$ cat config.mk
export PLATFORM = sky130hd
export DESIGN_NAME = mem_lsu_stage_flat
export DESIGN_NICKNAME = d
export VERILOG_FILES = /design/src/rtl/lsu_pkg.sv /design/src/rtl/mem_lsu_stage_if.sv /design/src/rtl/lsu_lane_align.sv /design/src/rtl/mem_lsu_stage.sv /design/src/flat_wrapper.sv
export SDC_FILE = /design/constraint.sdc
export NUM_CORES = 1
export LEC_CHECK = 0
export CAP_MARGIN = 40
export CORE_MARGIN = 5
export CORE_UTILIZATION = 35
export CTS_BUF_LIST = sky130_fd_sc_hd__clkbuf_4 sky130_fd_sc_hd__clkbuf_8
export DETAILED_ROUTE_END_ITERATION = 8
export PLACE_DENSITY = 0.69
export SETUP_SLACK_MARGIN = 0.1
export SYNTH_ARGS = -nofsm -noshare
export SYNTH_HDL_FRONTEND = slang
export SYNTH_HIERARCHICAL = 1
export SYNTH_SLANG_ARGS = --single-unit
$ cat constraint.sdc
create_clock -name clk -period 2.2 [get_ports clk]
set_input_delay 0.22 -clock clk [delete_from_list [all_inputs] [get_ports clk]]
set_output_delay 0.22 -clock clk [all_outputs]
set_load 0.02 [all_outputs]
$ cat src/rtl/lsu_pkg.sv
// Shared encodings for the memory-access stage: access sizes, exception codes,
// FSM states and the small lane helpers used by the stage and its lane aligner.
package lsu_pkg;

  localparam logic [1:0] SZ_BYTE  = 2'b00;
  localparam logic [1:0] SZ_HALF  = 2'b01;
  localparam logic [1:0] SZ_WORD  = 2'b10;
  localparam logic [1:0] SZ_DWORD = 2'b11;

  localparam logic [1:0] EXC_NONE = 2'b00;
  localparam logic [1:0] EXC_ADEL = 2'b01;
  localparam logic [1:0] EXC_ADES = 2'b10;

  typedef enum logic [2:0] {
    IDLE,
    REQ,
    RESP,
    DONE,
    DRAIN
  } lsu_state_e;

  // Address bits that must be zero for an access of this size to be aligned.
  function automatic logic [2:0] size_mask(input logic [1:0] size);
    case (size)
      SZ_BYTE: return 3'b000;
      SZ_HALF: return 3'b001;
      SZ_WORD: return 3'b011;
      default: return 3'b111;
    endcase
  endfunction

  // A doubleword request on a 32-bit datapath degrades to a word access.
  function automatic logic [1:0] clamp_size(input logic [1:0] size, input logic wide);
    return (!wide && size == SZ_DWORD) ? SZ_WORD : size;
  endfunction

endpackage

$ cat src/rtl/mem_lsu_stage_if.sv
// Data-memory port of the memory-access stage. master = LSU side, slave = memory side.
interface mem_lsu_stage_if #(
  parameter int DATA_W = 32
);
  localparam int BE_W = DATA_W / 8;

  // dm_req stays high with dm_addr/dm_we/dm_wdata stable until a cycle with
  // dm_gnt=1 (transfer); each granted read returns exactly one dm_rvalid, in
  // order, possibly in the grant cycle itself.
  logic              dm_req;
  logic              dm_gnt;
  logic [BE_W-1:0]   dm_we;
  logic [DATA_W-1:0] dm_addr;
  logic [DATA_W-1:0] dm_wdata;
  logic              dm_rvalid;
  logic [DATA_W-1:0] dm_rdata;

  modport master (
    output dm_req, dm_we, dm_addr, dm_wdata,
    input  dm_gnt, dm_rvalid, dm_rdata
  );

  modport slave (
    input  dm_req, dm_we, dm_addr, dm_wdata,
    output dm_gnt, dm_rvalid, dm_rdata
  );

endinterface

$ cat src/rtl/lsu_lane_align.sv
// Combinational byte-lane logic: store byte enables and lane replication,
// load lane extraction with zero/sign extension.
module lsu_lane_align
  import lsu_pkg::*;
#(
  parameter int DATA_W = 32,
  parameter int BE_W   = DATA_W / 8,
  parameter int SEL_W  = $clog2(BE_W)
) (
  input  logic [1:0]        size,
  input  logic              sgn,
  input  logic [SEL_W-1:0]  sel,
  input  logic [DATA_W-1:0] wdata,
  input  logic [DATA_W-1:0] rdata,
  output logic [BE_W-1:0]   we,
  output logic [DATA_W-1:0] lane_wdata,
  output logic [DATA_W-1:0] load_data
);

  logic [DATA_W-1:0] sh;

  assign sh = rdata >> {sel, 3'b000};

  // Size casts of a $signed operand sign-extend, which keeps the word case
  // legal on a 32-bit datapath where no extension bits exist.
  always_comb begin
    we         = '0;
    lane_wdata = '0;
    load_data  = '0;
    case (size)
      SZ_BYTE: begin
        we         = BE_W'(1) << sel;
        lane_wdata = {BE_W{wdata[7:0]}};
        load_data  = sgn ? DATA_W'($signed(sh[7:0])) : DATA_W'(sh[7:0]);
      end
      SZ_HALF: begin
        we         = BE_W'(2'b11) << sel;
        lane_wdata = {(DATA_W/16){wdata[15:0]}};
        load_data  = sgn ? DATA_W'($signed(sh[15:0])) : DATA_W'(sh[15:0]);
      end
      SZ_WORD: begin
        we         = BE_W'(4'hF) << sel;
        lane_wdata = {(DATA_W/32){wdata[31:0]}};
        load_data  = sgn ? DATA_W'($signed(sh[31:0])) : DATA_W'(sh[31:0]);
      end
      default: begin
        we         = '1;
        lane_wdata = wdata;
        load_data  = rdata;
      end
    endcase
  end

endmodule

$ cat src/rtl/mem_lsu_stage.sv
// EXE->WB memory-access stage with req/gnt + rvalid data memory, flush with response
// draining. Optional LSU_ALIGN_EXC_EN: misaligned accesses raise ADEL/ADES instead of issuing.
module mem_lsu_stage
  import lsu_pkg::*;
#(
  parameter int DATA_W = 32,
  parameter int PASS_W = 96,
  parameter int BE_W   = DATA_W / 8
) (
  input  logic              clk,
  input  logic              reset,
  input  logic              flush,
  input  logic              exe_valid,
  output logic              mem_allow_in,
  input  logic              exe_load,
  input  logic              exe_store,
  input  logic [1:0]        exe_size,
  input  logic              exe_signed,
  input  logic [DATA_W-1:0] exe_result,
  input  logic [DATA_W-1:0] exe_wdata,
  input  logic [PASS_W-1:0] exe_pass,
  mem_lsu_stage_if.master   dm,
  output logic              wb_valid,
  input  logic              wb_allow_in,
  output logic [DATA_W-1:0] wb_result,
  output logic [PASS_W-1:0] wb_pass,
  output logic [1:0]        wb_exc,
  output lsu_state_e        dbg_state
);

  localparam int SEL_W = $clog2(BE_W);

  if (!(DATA_W == 32 || DATA_W == 64) || BE_W != DATA_W / 8) begin : g_bad_cfg
    $error("mem_lsu_stage: DATA_W must be 32 or 64 and BE_W must equal DATA_W/8");
  end

  lsu_state_e        state;
  logic              st_q, sgn_q, kill_q;
  logic [1:0]        size_q;
  logic [DATA_W-1:0] addr_q, wdata_q, res_q;
  logic [PASS_W-1:0] pass_q;

  logic              accept, is_mem, kill_now, take_exc;
  logic [1:0]        eff_size;
  logic [2:0]        low_mask;
  logic [BE_W-1:0]   lane_we;
  logic [DATA_W-1:0] lane_wdata, load_data;

  assign eff_size     = clamp_size(exe_size, DATA_W == 64);
  assign low_mask     = size_mask(eff_size);
  assign is_mem       = exe_load | exe_store;
  assign mem_allow_in = (state == IDLE) || (state == DONE && wb_allow_in && !flush);
  assign accept       = exe_valid && mem_allow_in;
  assign kill_now     = kill_q | flush;

`ifdef LSU_ALIGN_EXC_EN
  logic [1:0] exc_q;
  assign take_exc = is_mem && (|(exe_result[2:0] & low_mask));
  assign wb_exc   = exc_q;
`else
  assign take_exc = 1'b0;
  assign wb_exc   = EXC_NONE;
`endif

  lsu_lane_align #(
    .DATA_W (DATA_W),
    .BE_W   (BE_W),
    .SEL_W  (SEL_W)
  ) u_lane (
    .size       (size_q),
    .sgn        (sgn_q),
    .sel        (addr_q[SEL_W-1:0]),
    .wdata      (wdata_q),
    .rdata      (dm.dm_rdata),
    .we         (lane_we),
    .lane_wdata (lane_wdata),
    .load_data  (load_data)
  );

  // kill_q remembers a flush that arrived while a request was still outstanding;
  // the request cannot be retracted, so its outcome is discarded later instead.
  always_ff @(posedge clk) begin
    if (reset) begin
      state   <= IDLE;
      st_q    <= 1'b0;
      sgn_q   <= 1'b0;
      kill_q  <= 1'b0;
      size_q  <= SZ_BYTE;
      addr_q  <= '0;
      wdata_q <= '0;
      res_q   <= '0;
      pass_q  <= '0;
`ifdef LSU_ALIGN_EXC_EN
      exc_q   <= EXC_NONE;
`endif
    end else begin
      case (state)
        REQ: begin
          if (flush) kill_q <= 1'b1;
          if (dm.dm_gnt) begin
            if (st_q) begin
              state <= kill_now ? IDLE : DONE;
            end else if (dm.dm_rvalid) begin
              if (!kill_now) res_q <= load_data;
              state <= kill_now ? IDLE : DONE;
            end else begin
              state <= kill_now ? DRAIN : RESP;
            end
          end
        end
        RESP: begin
          if (dm.dm_rvalid) begin
            if (!flush) res_q <= load_data;
            state <= flush ? IDLE : DONE;
          end else if (flush) begin
            state <= DRAIN;
          end
        end
        DONE: begin
          if (flush || wb_allow_in) state <= IDLE;
        end
        DRAIN: begin
          if (dm.dm_rvalid) state <= IDLE;
        end
        default: ;
      endcase

      // A new op taken from IDLE or from DONE overrides the transition above.
      if (accept) begin
        st_q    <= exe_store & ~exe_load;
        sgn_q   <= exe_signed;
        size_q  <= eff_size;
        addr_q  <= exe_result & ~DATA_W'(low_mask);
        wdata_q <= exe_wdata;
        pass_q  <= exe_pass;
        res_q   <= exe_result;
        kill_q  <= 1'b0;
`ifdef LSU_ALIGN_EXC_EN
        exc_q   <= !take_exc ? EXC_NONE : (exe_load ? EXC_ADEL : EXC_ADES);
`endif
        state   <= (is_mem && !take_exc) ? REQ : DONE;
      end
    end
  end

  assign dm.dm_req   = (state == REQ);
  assign dm.dm_we    = (state == REQ && st_q) ? lane_we : '0;
  assign dm.dm_addr  = addr_q & ~DATA_W'(BE_W - 1);
  assign dm.dm_wdata = lane_wdata;

  assign wb_valid  = (state == DONE);
  assign wb_result = res_q;
  assign wb_pass   = pass_q;
  assign dbg_state = state;

endmodule

$ cat src/flat_wrapper.sv
// flat-port wrapper written by rule: the top's interface ports become plain ports
module mem_lsu_stage_flat import lsu_pkg::*;
#(
  parameter int DATA_W = 32,
  parameter int PASS_W = 96,
  parameter int BE_W   = DATA_W / 8
)
  (clk, reset, flush, exe_valid, mem_allow_in, exe_load, exe_store, exe_size, exe_signed, exe_result, exe_wdata, exe_pass, wb_valid, wb_allow_in, wb_result, wb_pass, wb_exc, dbg_state, dm_dm_req, dm_dm_we, dm_dm_addr, dm_dm_wdata, dm_dm_gnt, dm_dm_rvalid, dm_dm_rdata);
  mem_lsu_stage_if #(.DATA_W(DATA_W)) dm_i ();
  input  logic clk;
  input  logic reset;
  input  logic flush;
  input  logic exe_valid;
  output logic mem_allow_in;
  input  logic exe_load;
  input  logic exe_store;
  input  logic [1:0] exe_size;
  input  logic exe_signed;
  input  logic [DATA_W-1:0] exe_result;
  input  logic [DATA_W-1:0] exe_wdata;
  input  logic [PASS_W-1:0] exe_pass;
  output logic wb_valid;
  input  logic wb_allow_in;
  output logic [DATA_W-1:0] wb_result;
  output logic [PASS_W-1:0] wb_pass;
  output logic [1:0] wb_exc;
  output lsu_state_e dbg_state;
  output wire logic [$bits(dm_i.dm_req)-1:0] dm_dm_req;
  output wire logic [$bits(dm_i.dm_we)-1:0] dm_dm_we;
  output wire logic [$bits(dm_i.dm_addr)-1:0] dm_dm_addr;
  output wire logic [$bits(dm_i.dm_wdata)-1:0] dm_dm_wdata;
  input wire logic [$bits(dm_i.dm_gnt)-1:0] dm_dm_gnt;
  input wire logic [$bits(dm_i.dm_rvalid)-1:0] dm_dm_rvalid;
  input wire logic [$bits(dm_i.dm_rdata)-1:0] dm_dm_rdata;
  assign dm_dm_req = dm_i.dm_req;
  assign dm_dm_we = dm_i.dm_we;
  assign dm_dm_addr = dm_i.dm_addr;
  assign dm_dm_wdata = dm_i.dm_wdata;
  assign dm_i.dm_gnt = dm_dm_gnt;
  assign dm_i.dm_rvalid = dm_dm_rvalid;
  assign dm_i.dm_rdata = dm_dm_rdata;
  mem_lsu_stage #(.DATA_W(DATA_W), .PASS_W(PASS_W), .BE_W(BE_W)) u_core (.clk(clk), .reset(reset), .flush(flush), .exe_valid(exe_valid), .mem_allow_in(mem_allow_in), .exe_load(exe_load), .exe_store(exe_store), .exe_size(exe_size), .exe_signed(exe_signed), .exe_result(exe_result), .exe_wdata(exe_wdata), .exe_pass(exe_pass), .dm(dm_i), .wb_valid(wb_valid), .wb_allow_in(wb_allow_in), .wb_result(wb_result), .wb_pass(wb_pass), .wb_exc(wb_exc), .dbg_state(dbg_state));
endmodule
== Word level (Yosys, flattened, before mapping) ==
Index checks and enable logic that the tools add are counted.

* Div/mod/pow operators: 0
* Order comparisons: 0
* Equality and inequality tests: 18
* Shift operators: 4
* Multiply operators: 0
* Bitwise logic cells: 6
* Add/subtract/negate cells: 0
* Multiplexer cells: 29
* Reduce and logical (&&, ||, !) cells: 16

{| class="wikitable"
|+ Operators by type and width
! cell !! count
|-
| $mux 32 || 9
|-
| $pmux 32 s2 || 2
|-
| $pmux 32 s3 || 1
|-
| $and 32x32->32 || 1
|-
| $not 3->32 || 1
|-
| $shr 32x5->32 || 1
|-
| $mux 3 || 9
|-
| $ne 3x2->1 const B || 4
|-
| $pmux 3 s4 || 1
|-
| $pmux 4 s3 || 1
|-
| $ne 3x1->1 const B || 3
|-
| $pmux 3 s3 || 1
|-
| $mux 2 || 4
|-
| $reduce_and 7->1 || 1
|-
| $eq 2x2->1 const B || 3
|-
| $eq 3x2->1 const B || 2
|-
| $reduce_and 5->1 || 1
|-
| $reduce_bool 5->1 || 1
|-
| $eq 2x1->1 const B || 2
|-
| $logic_and 1x1->1 || 4
|-
| $logic_not 2->1 || 2
|-
| $mux 4 || 1
|-
| $ne 4x3->1 const B || 1
|-
| $shl 1x2->4 const A || 1
|-
| 14 further kinds || 16
|}

* Logic and storage cells: 82
* ROM bits: 0
* Memories: 0
* Memory bits (writable): 0
* Bits in latches: 0
* Register bits: 200

== Depth between registers and ports, before layout ==
Gate-level depths: netlist (run 1).

* Word-level depth: 9
* Mapped depth: 10
* Depth with buffers taken out: 8

== Modules after synthesis ==
Netlist (run 1), hierarchy kept.

{| class="wikitable"
|+ By module, submodules not included
! module !! area each (µm²) !! instances !! cells an instance
|-
| mem_lsu_stage || 7628.6 || 1 || 941
|-
| lsu_lane_align || 1382.6 || 1 || 196
|}

== Least setup slack after synthesis (run 1) ==
OpenSTA, ideal clock, no wires.

* Kind: reg-to-reg
* Start point: register u_core.size_q[1]
* End point: register u_core.res_q[1], in the netlist u_core/wb_result[1]
* Stages on the path, launching flop included: 11
* Arrival: 2111 ps
* Library setup time: 89 ps
* Data required time: 2111 ps
* Slack: 1 ps
* Path through: dfxtp_1 clkbuf_1 inv_1 ha_1 clkbuf_1 nor3_1 o31ai_1 nand2_1 o21ai_0 nand2_1 a311oi_2

* Cells in the longest elaborated chain, start to end: 8
* Elaborated cells on any way between the ends: 12
* Classes of those cells: eq/ne (2); mux (9); reduce/logical (1)

{| class="wikitable"
|+ Ends and longest elaborated chain
! item !! line !! source
|-
| start, declared || mem_lsu_stage.sv:39 || <nowiki>logic [1:0] size_q;</nowiki>
|-
| start signal, assigned || mem_lsu_stage.sv:132 || <nowiki>size_q <= eff_size;</nowiki>
|-
| $eq 2x2->1 (tied with other cells) || lsu_lane_align.sv:30 || <nowiki>case (size)</nowiki>
|-
| $pmux 32 s3 (*) || lsu_lane_align.sv:30 ||
|-
| via u_core.load_data[1] || mem_lsu_stage.sv:47 || <nowiki>logic [DATA_W-1:0] lane_wdata, load_data;</nowiki>
|-
| $mux 32 || mem_lsu_stage.sv:104 || <nowiki>if (!kill_now) res_q <= load_data;</nowiki>
|-
| $mux 32 || mem_lsu_stage.sv:103 || <nowiki>end else if (dm.dm_rvalid) begin</nowiki>
|-
| $mux 32 || mem_lsu_stage.sv:101 || <nowiki>if (st_q) begin</nowiki>
|-
| $mux 32 || mem_lsu_stage.sv:100 || <nowiki>if (dm.dm_gnt) begin</nowiki>
|-
| $pmux 32 s2 (*) || mem_lsu_stage.sv:97 || <nowiki>case (state)</nowiki>
|-
| $mux 32 (*) || mem_lsu_stage.sv:129 || <nowiki>if (accept) begin</nowiki>
|-
| end signal, assigned || mem_lsu_stage.sv:104 ||
|-
| end signal, assigned || mem_lsu_stage.sv:113 || <nowiki>if (!flush) res_q <= load_data;</nowiki>
|-
| end signal, assigned || mem_lsu_stage.sv:136 || <nowiki>res_q <= exe_result;</nowiki>
|-
| end, declared || mem_lsu_stage.sv:40 || <nowiki>logic [DATA_W-1:0] addr_q, wdata_q, res_q;</nowiki>
|}

The timed path passes the listed nets; every way through them passes the cells marked *. The select of a mux whose other input is x is not followed.
A chain may end at the register's enable or synchronous reset.

== Final worst setup path (run 1) ==
* Start point: register u_core.size_q[0]
* End point: output port dm_dm_wdata[27]

* Cells in the longest elaborated chain, start to end: 2
* Elaborated cells on any way between the ends: 3
* Classes of those cells: eq/ne (1); mux (1); reduce/logical (1)

{| class="wikitable"
|+ Ends and longest elaborated chain
! item !! line !! source
|-
| $eq 2x1->1 / $logic_not 2->1 (equally long branches) || lsu_lane_align.sv:30 ||
|-
| $pmux 32 s2 (*) || lsu_lane_align.sv:30 ||
|-
| end, declared || flat_wrapper.sv:31 || <nowiki>output wire logic [$bits(dm_i.dm_wdata)-1:0] dm_dm_wdata;</nowiki>
|}

Mark *: on every way between the ends. The rest lies on a longest branch, timed or not.

==> impl_results.md, run 1 <==
* GPL Wtd Cong at approximately 0.90
* Minimum clock period at around 2.0 ns
* CP max stage cell: dfxtp_1
* TritonCTS Sinks at 200
* HPWL Detailed at roughly 24000 um
* Min-delay worst type: input pin to flop
* NetSw at 6660 uW
* Fraction of layout cells with a size suffix above 1 at 10.6%
* Clk pwr share at between 10% and 20%
* Internal power at slightly below 9000 uW
* DR vias at between 9k and 10k
* Worst-path cell chain: buf_4 > ha_2 > buf_4 > a22oi_1 > nand2_1 > clkdlybuf4s15_2
* Hold Path End: u_core/addr_q[16]$_SDFFE_PP0P_
* Crit end category: primary output
* Crit path max-delay family: buffers and inverters
* Worst slew pin tran at around 0.65 ns
* Remaining DRCs at 0
* Sequential power share at 32.9%
* Clk pin slew, worst setup/hold paths at ~0.12 ns
* Grt ovf at 0
* DR iter-0 viols at 450
* Seq/Total Area, Yosys at 44.4%
* Slew headroom at a little under three fifths
* Cell count after synthesis at 1137
* Core Rows at between 50 and 60
* Chip height at 170 um
* Die ar. at 29100 um2
* Critical Path RT at between 1.5 and 2 ns
* Top-count cell post-synth: nand2_1
* Flops & latches, synth at 200
* Syn Area/Cell at between 7 and 8 um2
* Share of Yosys cell area claimed by the top area cell type at 44.4%
* Fin area at approximately 14000 um2
* Port Buf Inserts at just over 400
* WL per Instance at roughly 18 um
* Ports at 408
* Min-Delay Path Depth at 2
* GRT Util Overall at 21.1%
* Critical Path AT at between 1.5 and 2 ns
* Ys Warns at 6
* Power, Total at ~16000 uW
* Worst Hold Launch: reset
* Most common library cells after synthesis: nand2_1 (385), dfxtp_1 (200), a21oi_1 (166), buf_4 (47), clkbuf_1 (41)
* Detail Route Antenna Nets at 0
* Synth top area cells: dfxtp_1 (44%), nand2_1 (16%), a21oi_1 (9.2%)
* Core ar. at roughly 25000 um2
* Setup Skew at approximately 0.025 ns
* Max-Cap Viols at 0
* Status: finished, final reports clean
* Antenna violations before repair at 1
* Pwr/cell area at 1150 nW/um2
* Nets at ~1.7k
* H-Tree Depth at 4
* Chip width at roughly 170 um
* Fmax at about 490 MHz
* First-pass GRT wire length at 48900 um
* Crit Path Class: flop to primary output
* Critical path buffer and inverter count at 3
* FF-to-FF setup slack at 0.22 ns
* RR Endpoint: u_core/wb_result[8]$_SDFFE_PP0P_
* Setup TNS at 0 ns
* Most common cell on crit path: buf_4
* RSZ-0062 raised after global routing: yes
* Synth Flop Type: dfxtp_1
* Maximum clock path buffer count at 2
* Logic pwr share at between 50 and 60%
* CP startpoint kind: flop
* Final wirelength at about 32000 um
* CTS Buf Count at 17
* Worst R2R Path Depth at 8
* Yosys cell types at 50
* CTS tree: yes
* P_leak at 0.00511 uW
* Switch share at between 40% and 50%
* DP Area at ~13000 um2
* Fillers at 2442
* Final-report max-slew violation count at 0
* Final Cycle Share at around 90%
* Area leader, netlist: dfxtp_1
* Vias in the first global route at ~9.0k
* Ys async rst share at 0%
* Root Buffer: clkbuf_8
* Largest net degree at the start of global routing at roughly 120
* Origin of the critical flop-to-flop path: u_core/size_q[1]$_SDFFE_PP0P_
* Peak VDD IR at about 0.7 mV
* Mean number of vias per cell at 5.04
* Worst-skew pair later-pin latency at about 0.47 ns
* Initial Util at a little over a third
* Synth Cell Area at 9010 um2
* Final hold vios at 0
* Slowest Stage Delay on Critical Path at 0.32 ns
* Final setup vio count at 0
* TritonRoute pass-1 iters at 5
* Worst Path Max Fanout at 8
* Post-synth EDFFs at 0
* Area grow syn2layout at 50.2%
## cells in the final DEF, fill, tap and decap left out, types with 3 or more instances in the layout
master	netlist	routed
inv_6	0	5
nand3_1	4	4
buf_12	0	7
a21oi_1	166	166
clkinv_8	0	4
o21ai_0	14	13
a22oi_1	16	15
a211oi_1	14	14
a311oi_2	20	20
conb_1	1	4
dfxtp_2	0	4
nor2_1	40	40
and3_1	4	3
mux2_2	15	15
mux2i_1	3	3
clkbuf_8	0	18
nand2_1	385	385
buf_4	47	36
a221o_1	8	8
a21o_1	8	8
a311oi_1	12	12
inv_1	5	5
nor3_1	6	6
o31a_1	8	7
clkdlybuf4s50_1	0	371
dlygate4sd2_1	0	10
ha_2	0	3
clkbuf_2	0	9
buf_2	37	8
nand3b_1	5	5
dfxtp_1	200	196
nand2b_1	19	18
and2_1	3	3
a22o_1	8	8
buf_6	3	3
nor2b_1	13	12
## routing by layer
layer / wire (um) / share of wire (%) / vias to the layer above / global-route usage (%)
met2: 15400 / 47 / 379 / 35.7
met3: 3030 / 9.3 / 59 / 7.71
met1: 13000 / 40 / 4255 / 24.5
met5: 0 / 0 / - / 0
met4: 1080 / 3.3 / 0 / 7.74
li1: - / - / 4468 / -
## through the flow
step | worst slack, ns | util [%] | hold WS (ns) | cells
after floorplan | 0.109 | - | 0.356 | 1140
after global placement | 0.0647 | 52.1 | 0.440 | 1785
after detailed placement | 0.0257 | 52.1 | 0.446 | 1785
after CTS | 0.0409 | 53.8 | 0.0753 | 1817
after global routing | 0.0603 | 53.6 | 0.0813 | 1819
final | 0.174 | 53.6 | 0.117 | 1819
## cell families after synthesis
family / after synthesis / synth area share, %
fa+ha+maj: 4 / 0.555
simple gates: 487 / 22.2
mux: 20 / 2.50
buf+inv: 136 / 8.39
other cells: 1 / 0.0416
compound gates: 289 / 21.9
flops: 200 / 44.4
## worst max-delay path by stage
stage | start | end | slack [ns] | depth (start not counted)
after floorplan | u_core/size_q[1]$_SDFFE_PP0P_ | u_core/wb_result[21]$_SDFFE_PP0P_ | 0.11 | 10
after global placement | dm_dm_rdata[15] | u_core/wb_result[11]$_SDFFE_PP0P_ | 0.06 | 7
after detailed placement | dm_dm_rvalid | u_core/wb_result[31]$_SDFFE_PP0P_ | 0.03 | 7
after CTS | u_core/size_q[0]$_SDFFE_PP0P_ | dm_dm_we[1] | 0.04 | 6
after global routing | u_core/size_q[1]$_SDFFE_PP0P_ | dm_dm_wdata[27] | 0.06 | 6
final | u_core/size_q[0]$_SDFFE_PP0P_ | dm_dm_wdata[27] | 0.17 | 6
## worst reg2reg max path: stages, from the launching register on
cell and delay (ns):
dfxtp_2 0.34, inv_1 0.11, ha_4 0.20, nand2b_1 0.09, a2bb2oi_2 0.16, nor2_1 0.46
o31a_1 0.21, nand2_1 0.06, a311oi_2 0.28
## repair_timing
item                                    in CTS  in global routing
setup buffers                                0                  1
gates resized for setup                     67                 36
pin swaps                                    0                  1
hold buffers                                 0                  0
endpoints found under the setup margin      31                 33
## layout make-up
type                            count  area [um2]  share of cell area (%)
Inverter                            6        22.5                   0.166
Sequential cell                   200        4010                    29.6
Clock inverter                     14         175                    1.29
Timing Repair Buffer              446        4350                    32.2
Antenna cell                        1        2.50                  0.0185
Clock buffer                       18         248                    1.83
Multi-Input combinational cell    804        4310                    31.9
Tap cell                          330         413                    3.05
## sequential cells by signal, indices dropped and copies added (netlist names)
| signal | count |
|---|---|
| u_core/addr_q | 32 |
| u_core/st_q | 1 |
| u_core/sgn_q | 1 |
| u_core/size_q | 2 |
| u_core/kill_q | 1 |
| u_core/wdata_q | 32 |
| u_core/wb_result | 32 |
| u_core/dbg_state | 3 |
| u_core/wb_pass | 96 |
## power by group through the flow
stage | clock, uW | sequential (uW) | combinational (uW)
final | 2500 | 5100 | 7900
after global routing | 2770 | 5220 | 8540
after CTS | 2620 | 5100 | 7970
after detailed placement | 0 | 5180 | 8020
after global placement | 0 | 5150 | 7920
after floorplan | 0 | 5850 | 4140
Power figures use the tool's default switching activity.
==> run 2: changes to the inputs <==
Settings changed: CAP_MARGIN 40 to 0.
==> results of run 2 <==
The final DEF is identical to that of run 1; final timing and power are the same.
